[config.mk]
export PLATFORM = sky130hd
export DESIGN_NAME = rd_uart_tx
export DESIGN_NICKNAME = d
export VERILOG_FILES = /design/src/rtl/comm_pkg.sv /design/src/rtl/byte_fifo.sv /design/src/rtl/rd_uart_tx.sv
export SDC_FILE = /design/constraint.sdc
export NUM_CORES = 1
export LEC_CHECK = 0
export CORE_UTILIZATION = 60
export DETAILED_ROUTE_END_ITERATION = 10
export DONT_BUFFER_PORTS = 1
export PLACE_DENSITY_LB_ADDON = 0.12
export SLEW_MARGIN = 40
export SYNTH_ARGS = -nofsm -noshare
export SYNTH_HDL_FRONTEND = slang
export SYNTH_SLANG_ARGS = --single-unit
[constraint.sdc]
create_clock -name clk -period 3.7 [get_ports clk]
set_input_delay 0.74 -clock clk [delete_from_list [all_inputs] [get_ports clk]]
set_output_delay 0.74 -clock clk [all_outputs]
set_load 0.03 [all_outputs]
[src/rtl/comm_pkg.sv]
// -----------------------------------------------------------------------------
// comm_pkg
// Types and constants shared by the per-channel UART transmit stage that sits
// after the read-address / RD-strobe generator.
//
// Contents:
//   WORDS_PER_PKT  bytes per packet (buffer RAM address range 0..17)
//   RD_SLOT_CLKS   clk cycles between consecutive RD strobes
//   tx_state_t     serializer FSM states
//   even_parity()  XOR reduction of a data byte
//
// Build option: RD_UART_PARITY_EN adds a PARITY state to tx_state_t.
// -----------------------------------------------------------------------------
package comm_pkg;

    localparam int WORDS_PER_PKT = 18;
    localparam int RD_SLOT_CLKS  = 65;

`ifdef RD_UART_PARITY_EN
    typedef enum logic [2:0] {
        ST_IDLE   = 3'd0,
        ST_START  = 3'd1,
        ST_DATA   = 3'd2,
        ST_PARITY = 3'd3,
        ST_STOP   = 3'd4
    } tx_state_t;
`else
    typedef enum logic [1:0] {
        ST_IDLE  = 2'd0,
        ST_START = 2'd1,
        ST_DATA  = 2'd2,
        ST_STOP  = 2'd3
    } tx_state_t;
`endif

    // Even parity: the parity bit makes the total count of ones even.
    function automatic logic even_parity(input logic [7:0] d);
        return ^d;
    endfunction

endpackage

[src/rtl/byte_fifo.sv]
// -----------------------------------------------------------------------------
// byte_fifo
// Small circular byte FIFO. A push that finds the FIFO full with no pop in
// the same cycle is dropped and sets the sticky ovf flag. A push and a pop in
// the same cycle on a full FIFO both take effect.
//
// Ports:
//   clk, rst   clock, synchronous active-high reset
//   push, din  write request and data
//   pop        read request (ignored when empty)
//   dout       head of the FIFO, valid whenever empty = 0
//   full       count == DEPTH
//   empty      count == 0
//   count      current occupancy
//   ovf        sticky: at least one byte was dropped since reset
// -----------------------------------------------------------------------------
module byte_fifo #(
    parameter int DEPTH = 4
) (
    input  logic                     clk,
    input  logic                     rst,
    input  logic                     push,
    input  logic [7:0]               din,
    input  logic                     pop,
    output logic [7:0]               dout,
    output logic                     full,
    output logic                     empty,
    output logic [$clog2(DEPTH):0]   count,
    output logic                     ovf
);

    localparam int PTR_W = $clog2(DEPTH);
    localparam int CNT_W = PTR_W + 1;

    logic [7:0]       mem [DEPTH];
    logic [PTR_W-1:0] wr_ptr_reg;
    logic [PTR_W-1:0] rd_ptr_reg;
    logic [CNT_W-1:0] count_reg;
    logic             ovf_reg;

    logic do_pop;
    logic do_push;

    assign full    = (count_reg == CNT_W'(DEPTH));
    assign empty   = (count_reg == '0);
    assign do_pop  = pop & ~empty;
    // A pop in the same cycle frees the slot the push is about to use.
    assign do_push = push & (~full | do_pop);

    always_ff @(posedge clk) begin
        if (rst) begin
            wr_ptr_reg <= '0;
            rd_ptr_reg <= '0;
            count_reg  <= '0;
            ovf_reg    <= 1'b0;
        end else begin
            if (do_push) begin
                wr_ptr_reg <= wr_ptr_reg + PTR_W'(1);
            end
            if (do_pop) begin
                rd_ptr_reg <= rd_ptr_reg + PTR_W'(1);
            end
            unique case ({do_push, do_pop})
                2'b10:   count_reg <= count_reg + CNT_W'(1);
                2'b01:   count_reg <= count_reg - CNT_W'(1);
                default: count_reg <= count_reg;
            endcase
            if (push & ~do_push) begin
                ovf_reg <= 1'b1;
            end
        end
    end

    // Storage carries no reset; occupancy is tracked by the pointers.
    always_ff @(posedge clk) begin
        if (do_push) begin
            mem[wr_ptr_reg] <= din;
        end
    end

    // The serializer loads the head on the same edge it pops, so the head is
    // read asynchronously (small distributed memory).
    assign dout  = mem[rd_ptr_reg];
    assign count = count_reg;
    assign ovf   = ovf_reg;

endmodule

[src/rtl/rd_uart_tx.sv]
// -----------------------------------------------------------------------------
// rd_uart_tx
// One UART channel downstream of the RD-strobe generator. Each rising edge of
// RD captures rd_data into a byte FIFO; queued bytes are sent LSB first as
// 8N1 frames on tx. pkt_done pulses during the last stop-bit cycle of every
// WORDS-th transmitted byte.
//
// Ports:
//   clk       system clock
//   rst       synchronous active-high reset
//   RD        read strobe (multi-cycle, rising edge captures)
//   rd_data   buffer RAM data, stable while RD is high
//   tx        serial line, idle high, registered
//   busy      frame in progress or FIFO non-empty
//   pkt_done  one-cycle pulse at the end of the packet's final stop bit
//   ovf       sticky FIFO overflow
//   fifo_cnt  FIFO occupancy
//
// Build option: RD_UART_PARITY_EN inserts an even-parity bit between the
// data bits and the stop bit (11-bit frame).
// -----------------------------------------------------------------------------
module rd_uart_tx
    import comm_pkg::*;
#(
    parameter int CLKS_PER_BIT = 6,
    parameter int FIFO_DEPTH   = 4,
    parameter int WORDS        = WORDS_PER_PKT
) (
    input  logic                          clk,
    input  logic                          rst,
    input  logic                          RD,
    input  logic [7:0]                    rd_data,
    output logic                          tx,
    output logic                          busy,
    output logic                          pkt_done,
    output logic                          ovf,
    output logic [$clog2(FIFO_DEPTH):0]   fifo_cnt
);

    localparam int CNT_W  = $clog2(FIFO_DEPTH) + 1;
    localparam int BAUD_W = $clog2(CLKS_PER_BIT);
    localparam int WORD_W = (WORDS > 1) ? $clog2(WORDS) : 1;

    localparam logic [BAUD_W-1:0] BAUD_LAST = BAUD_W'(CLKS_PER_BIT - 1);
    localparam logic [WORD_W-1:0] WORD_LAST = WORD_W'(WORDS - 1);

    // RD edge detect
    logic rd_q_reg;
    logic push;

    // FIFO interface
    logic             fifo_pop;
    logic [7:0]       fifo_dout;
    logic             fifo_full;
    logic             fifo_empty;
    logic [CNT_W-1:0] fifo_count;

    // Serializer state
    tx_state_t         state_reg,    state_next;
    logic [BAUD_W-1:0] baud_cnt_reg, baud_cnt_next;
    logic [2:0]        bit_idx_reg,  bit_idx_next;
    logic [7:0]        shreg_reg,    shreg_next;
    logic [WORD_W-1:0] word_cnt_reg, word_cnt_next;
    logic              tx_reg,       tx_next;
    logic              pkt_done_reg, pkt_done_next;
    logic              baud_last;

    assign push = RD & ~rd_q_reg;

    byte_fifo #(
        .DEPTH (FIFO_DEPTH)
    ) u_fifo (
        .clk   (clk),
        .rst   (rst),
        .push  (push),
        .din   (rd_data),
        .pop   (fifo_pop),
        .dout  (fifo_dout),
        .full  (fifo_full),
        .empty (fifo_empty),
        .count (fifo_count),
        .ovf   (ovf)
    );

    assign baud_last = (baud_cnt_reg == BAUD_LAST);

    // State register. tx and pkt_done are registered from the current state,
    // so the line lags the FSM by one clk and never glitches.
    always_ff @(posedge clk) begin
        if (rst) begin
            state_reg    <= ST_IDLE;
            baud_cnt_reg <= '0;
            bit_idx_reg  <= '0;
            shreg_reg    <= '0;
            word_cnt_reg <= '0;
            rd_q_reg     <= 1'b0;
            tx_reg       <= 1'b1;
            pkt_done_reg <= 1'b0;
        end else begin
            state_reg    <= state_next;
            baud_cnt_reg <= baud_cnt_next;
            bit_idx_reg  <= bit_idx_next;
            shreg_reg    <= shreg_next;
            word_cnt_reg <= word_cnt_next;
            rd_q_reg     <= RD;
            tx_reg       <= tx_next;
            pkt_done_reg <= pkt_done_next;
        end
    end

    // Next-state logic
    always_comb begin
        state_next    = state_reg;
        baud_cnt_next = baud_cnt_reg;
        bit_idx_next  = bit_idx_reg;
        shreg_next    = shreg_reg;
        word_cnt_next = word_cnt_reg;
        fifo_pop      = 1'b0;
        unique case (state_reg)
            ST_IDLE: begin
                if (!fifo_empty) begin
                    fifo_pop      = 1'b1;
                    shreg_next    = fifo_dout;
                    baud_cnt_next = '0;
                    state_next    = ST_START;
                end
            end
            ST_START: begin
                if (baud_last) begin
                    baud_cnt_next = '0;
                    bit_idx_next  = '0;
                    state_next    = ST_DATA;
                end else begin
                    baud_cnt_next = baud_cnt_reg + BAUD_W'(1);
                end
            end
            ST_DATA: begin
                if (baud_last) begin
                    baud_cnt_next = '0;
                    if (bit_idx_reg == 3'd7) begin
`ifdef RD_UART_PARITY_EN
                        state_next = ST_PARITY;
`else
                        state_next = ST_STOP;
`endif
                    end else begin
                        bit_idx_next = bit_idx_reg + 3'd1;
                    end
                end else begin
                    baud_cnt_next = baud_cnt_reg + BAUD_W'(1);
                end
            end
`ifdef RD_UART_PARITY_EN
            ST_PARITY: begin
                if (baud_last) begin
                    baud_cnt_next = '0;
                    state_next    = ST_STOP;
                end else begin
                    baud_cnt_next = baud_cnt_reg + BAUD_W'(1);
                end
            end
`endif
            ST_STOP: begin
                if (baud_last) begin
                    baud_cnt_next = '0;
                    word_cnt_next = (word_cnt_reg == WORD_LAST) ? '0
                                  : word_cnt_reg + WORD_W'(1);
                    state_next    = ST_IDLE;
                end else begin
                    baud_cnt_next = baud_cnt_reg + BAUD_W'(1);
                end
            end
            default: begin
                state_next = ST_IDLE;
            end
        endcase
    end

    // Output decode (registered in the state process)
    always_comb begin
        tx_next       = 1'b1;
        pkt_done_next = 1'b0;
        unique case (state_reg)
            ST_START: tx_next = 1'b0;
            ST_DATA:  tx_next = shreg_reg[bit_idx_reg];
`ifdef RD_UART_PARITY_EN
            ST_PARITY: tx_next = even_parity(shreg_reg);
`endif
            ST_STOP:  pkt_done_next = baud_last & (word_cnt_reg == WORD_LAST);
            default:  tx_next = 1'b1;
        endcase
    end

    assign tx       = tx_reg;
    assign pkt_done = pkt_done_reg;
    assign fifo_cnt = fifo_count;
    assign busy     = (state_reg != ST_IDLE) | (fifo_count != '0);

    // The FIFO's full flag must agree with its occupancy count.
    a_full_consistent: assert property (@(posedge clk) disable iff (rst)
        fifo_full == (fifo_count == CNT_W'(FIFO_DEPTH)));

endmodule

# Word level (Yosys, flattened, before mapping)
# Memories as Yosys holds them, arrays and structs flattened. A register that Yosys moved wholly into a read port is not among the register bits.
# Cells that the tools add are included.
# Widths: inputs -> output; s select.
# word_totals
memories	1
word_cells	81
ff_bits	24
out_inout_bits	7
ram_bits	32
inputBits	11
# memory_table
memory	words	width	rd	rd_clocked_by_memory_dff	wr	line_no	text
u_fifo.mem	4	8	1	1	1	byte_fifo.sv:35	logic [7:0] mem [DEPTH];
# op_classes
reduce_logical	12
mux	22
n_lt_le_gt_ge	1
bitwise	12
n_eq_ne	15
n_addsub	7
# ops
op	n
$pmux 3 s2	3
$mux 3	5
$ne 2x2->1 const B	6
$mux 2	5
$add 3x1->3 const B	3
$eq 3x3->1 const B	3
$pmux 2 s4	1
$eq 2x2->1 const B	3
$reduce_bool 2->1	3
$add 5x1->5 const B	1
$and 1x1->1	5
$eq 5x5->1 const B	1
$mux 1	5
$mux 5	1
$not 1->1	5
$reduce_and 5->1	1
$add 2x1->2 const B	2
$eq 2x1->1 const B	2
$lt 3x4->1 const B	1
$reduce_and 2->1	2
$reduce_and 4->1	1
$bmux 1 s3	1
$logic_not 3->1	1
$reduce_bool 3->1	1
6 further kinds	7

# Depth between registers and ports, before layout
# logic_depth
depth_word	8
mapped_depth	9

# Cells and area by module
# Synthesis repeated with hierarchy kept, for this count alone.
# unflattened
cells_unflattened	232
area_unflattened_um2	2839.0
# modules_own_cells
module	cells_per_inst	instances	area_each_um2
byte_fifo	99	1	1679.1
rd_uart_tx	133	1	1159.9

# Worst setup path before layout
# No wires, ideal clock.
# synth_timing
path_type	reg-to-reg
startpoint	reg u_fifo.count_reg[0], in the netlist u_fifo.count[0]
endpoint	reg u_fifo.count_reg[2], in the netlist u_fifo.count[2]
path_slack_ns	1.357
n_path_buf	2
t_arrival_ns	2.222
path_stages_with_launch	9
setup_time_ns	0.121
cell_sequence	dfxtp_1 -> buf_6 -> o31ai_2 -> clkbuf_4 -> nor2_1 -> fa_1 -> nor3_1 -> a31oi_4 -> mux2_4
# synth_between
elab_chain_cells	8
elab_cells_between_ends	15
cone_classes	add/sub (2); eq/ne (3); mux (3); bitwise (5); reduce/logical (2)
# synth_rtl
element	line_no	text
start: declaration	byte_fifo.sv:38	logic [CNT_W-1:0] count_reg;
start signal: assignment	byte_fifo.sv:64	2'b10: count_reg <= count_reg + CNT_W'(1);
start signal: assignment	byte_fifo.sv:65	2'b01: count_reg <= count_reg - CNT_W'(1);
start signal: assignment	byte_fifo.sv:66	default: count_reg <= count_reg;
$logic_not 3->1	byte_fifo.sv:45	assign empty = (count_reg == '0);
$mux 1	rd_uart_tx.sv:121	if (!fifo_empty) begin
$mux 1	rd_uart_tx.sv:119	unique case (state_reg)
$and 1x1->1	byte_fifo.sv:46	assign do_pop = pop & ~empty;
$or 1x1->1	byte_fifo.sv:48	assign do_push = push & (~full | do_pop);
$and 1x1->1	byte_fifo.sv:48	
$eq 2x1->1 / $eq 2x2->1 (equally long branches)	byte_fifo.sv:63	unique case ({do_push, do_pop})
$pmux 3 s2 / $reduce_bool 2->1 (equally long branches)	n/a	
# Parallel ways exist; a longest one is shown, timed or not.
# A chain may end at the register's enable or synchronous reset.

# Final worst setup path
# layout_timing
startpoint	reg state_reg[0]
endpoint	out busy
# layout_between
elab_chain_cells	2
# layout_rtl
element	line_no	text
start: declaration	rd_uart_tx.sv:59	tx_state_t state_reg, state_next;
start signal: assignment	rd_uart_tx.sv:100	state_reg <= state_next;
$reduce_bool 2->1	rd_uart_tx.sv:197	assign busy = (state_reg != ST_IDLE) | (fifo_count != '0);
$or 1x1->1	rd_uart_tx.sv:197	
end: declaration	rd_uart_tx.sv:34	output logic busy,
# No other way between the ends.

==> impl_metrics.env <==
export IMPL_worstSetupStartpointType="flop"
export IMPL_num_io_pins=18
export IMPL_end_kind="output port"
export IMPL_tns_ns=0
export IMPL_cpPeakStageDelay_ns=0.52
export IMPL_p_leak_nw=1.08
export IMPL_critPathSlowestCell="nor4b_4"
export IMPL_drt_iter0_drc=95
export IMPL_fin_nets=256
export IMPL_cts_sinks=64
export IMPL_die_w_um=71.4
export IMPL_ys_types=48
export IMPL_globalplace_congestion=0.831
export IMPL_outcome="finished clean"
export IMPL_core_area_um2=4500
export IMPL_hold_class="flop to flop"
export IMPL_fin_skew_ns=0.00604
export IMPL_drive_gt1_share_pct=14.4
export IMPL_power_density_nw_per_um2=756
export IMPL_ys_ff_latch=64
export IMPL_setup_ws_ns=1.02
export IMPL_grt_usage_pct=20.9
export IMPL_yosys_top_cells_count="dfxtp_1 (32), edfxtp_1 (32), nand2_1 (24)"
export IMPL_synthArstFlopShare_pct=0
export IMPL_dp_hpwl_um=3420
export IMPL_hold_viol_final=0
export IMPL_die_area_um2=5100
export IMPL_drt_total_wl_um=4620
export IMPL_crit_chain="inv_1 > ha_1 > nor4b_4 > inv_1"
export IMPL_drc_errors=0
export IMPL_cts_path_max_buffers=2
export IMPL_hold_buffers=0
export IMPL_slew_headroom_pct=54.4
export IMPL_grt_use_met3_pct=5.49
export IMPL_cts_htree_levels=3
export IMPL_grt_busiest_layer="met2"
export IMPL_cp_arrival_ns=1.94
export IMPL_clock_latency_ns=0.34
export IMPL_path_clk_slew_ns=0.07
export IMPL_largest_reg_flops=32
export IMPL_fmax_mhz=373
export IMPL_use_met2_pct=34.5
export IMPL_grt_setup_unrepaired="false"
export IMPL_first_pass_iters=4
export IMPL_grt_pass1_wl_um=7890
export IMPL_cts_buffers=9
export IMPL_synthCells=233
export IMPL_grt_overflow_total=0
export IMPL_cpMostUsedCell="inv_1"
export IMPL_min_path_cells=2
export IMPL_setup_viol=0
export IMPL_synth_top_cell_by_area="edfxtp_1"
export IMPL_synth_nets=258
export IMPL_worstPathMaxFanout=10
export IMPL_cts_resized=0
export IMPL_crit_required_ns=2.96
export IMPL_synth_area_top_cells="edfxtp_1 (33%), dfxtp_1 (22%), mux4_2 (7.8%), ha_1 (5.6%), nand2_1 (3.1%)"
export IMPL_ys_warnings_count=0
export IMPL_ys_seq_area_share_pct=55.4
export IMPL_ant_nets=0
export IMPL_rows=24
export IMPL_cts_setup_buffers=0
export IMPL_wl_per_cell_um=16.1
export IMPL_grt_util_met1_pct=24.8
export IMPL_area_growth_pct=7.40
export IMPL_synthFlopType="edfxtp_1"
export IMPL_cts_root_buf="clkbuf_8"
export IMPL_initial_core_util_pct=64.2
export IMPL_io_buffers=0
export IMPL_tightest_slew_ns=0.683
export IMPL_post_route_min_period_ns=2.68
export IMPL_antenna_cells=0
export IMPL_r2r_slack_ns=1.29
export IMPL_via_per_inst=5.99
export IMPL_synth_edf_count=32
export IMPL_cap_violations=0
export IMPL_synth_area_um2=2890
export IMPL_worst_setup_path_type="flop to output port"
export IMPL_grt_pass1_vias=1692
export IMPL_cts_tree="yes"
export IMPL_preCtsSetupSlack_ns=1.29
export IMPL_grt_start_max_net_pins=33
export IMPL_ir_drop_v=0.000377
export IMPL_fp_dieH_um=71.4
export IMPL_syn_avg_cell_area_um2=12.4
export IMPL_slew_violations=0
export IMPL_fin_crit_sh_pct=72.5
export IMPL_antenna_found_initial=0
export IMPL_vias=1726
export IMPL_synth_top_area_share_pct=33.2
export IMPL_r2r_cells=9
## worst max-delay path, delay by kind of cell (launching register included)
kind / cells / cell delay [ns]
and+or+nand+nor: 1 / 0.52
buffers and inverters: 2 / 0.43
DFF: 1 / 0.34
adders and majority gates: 1 / 0.33
## worst paths after layout
kind | from | endpoint
hold / removal | shreg_reg[7] | shreg_reg[7]
hold reg to reg | shreg_reg[7] | shreg_reg[7]
setup reg to reg | state_reg[0] | u_fifo.count[2]
setup / recovery | state_reg[0] | busy
## cell usage in the layout, fill, tap and decap left out, types with 6 or more instances in the layout
master	Yosys	final
dfxtp_1	32	32
edfxtp_1	32	32
mux2i_1	6	6
nand2_1	24	24
nor2_1	21	21
inv_1	7	7
and2_1	6	6
mux4_2	10	10
clkbuf_8	0	10
ha_1	13	13
nor3_1	6	6
a21oi_1	16	16
nor2b_1	7	7
## routing by layer
layer	share of wire [%]	vias to the layer above
met1	42	836
met5	0	-
met4	3.0	0
met3	4.1	11
met2	51	44
li1	-	835
## through the flow
stage / instance area, um2 / util (%) / total power [W] / cells / hold WS, ns
after floorplan: 2890 / - / 0.00163 / 233 / 0.433
after global placement: 2880 / 64.0 / 0.00168 / 272 / 0.439
after detailed placement: 2880 / 64.0 / 0.00172 / 272 / 0.451
after CTS: 3110 / 68.9 / 0.00236 / 288 / 0.459
after global routing: 3110 / 68.9 / 0.00249 / 288 / 0.459
final: 3110 / 68.9 / 0.00235 / 288 / 0.459
## power by group
part	switching, W	internal, W	total (W)
registers	0.000172	0.000850	0.00102
logic	0.000345	0.000328	0.000673
clock network	0.000257	0.000396	0.000653
total	0.000774	0.00158	0.00235
## cell type report
class | instances | area (um2)
clock inverter | 5 | 80.1
sequential | 64 | 1600
multi-input combinational | 148 | 1180
clock buffer | 11 | 141
fill | 324 | 1400
inverter | 7 | 26.3
tap | 52 | 65.1
timing repair buffer | 1 | 7.51
## cell families (layout without fill, tap and decap cells)
family | count (synthesis) | in the layout | synth area share [%]
compound gates | 34 | 34 | 8.48
fa+ha+maj | 14 | 14 | 6.32
mux | 18 | 18 | 10.8
flops | 64 | 64 | 55.4
xor+xnor | 4 | 4 | 1.21
buf+inv | 21 | 24 | 3.68
simple gates | 78 | 78 | 14.1
No activity file was read; power rests on OpenSTA's default activity.
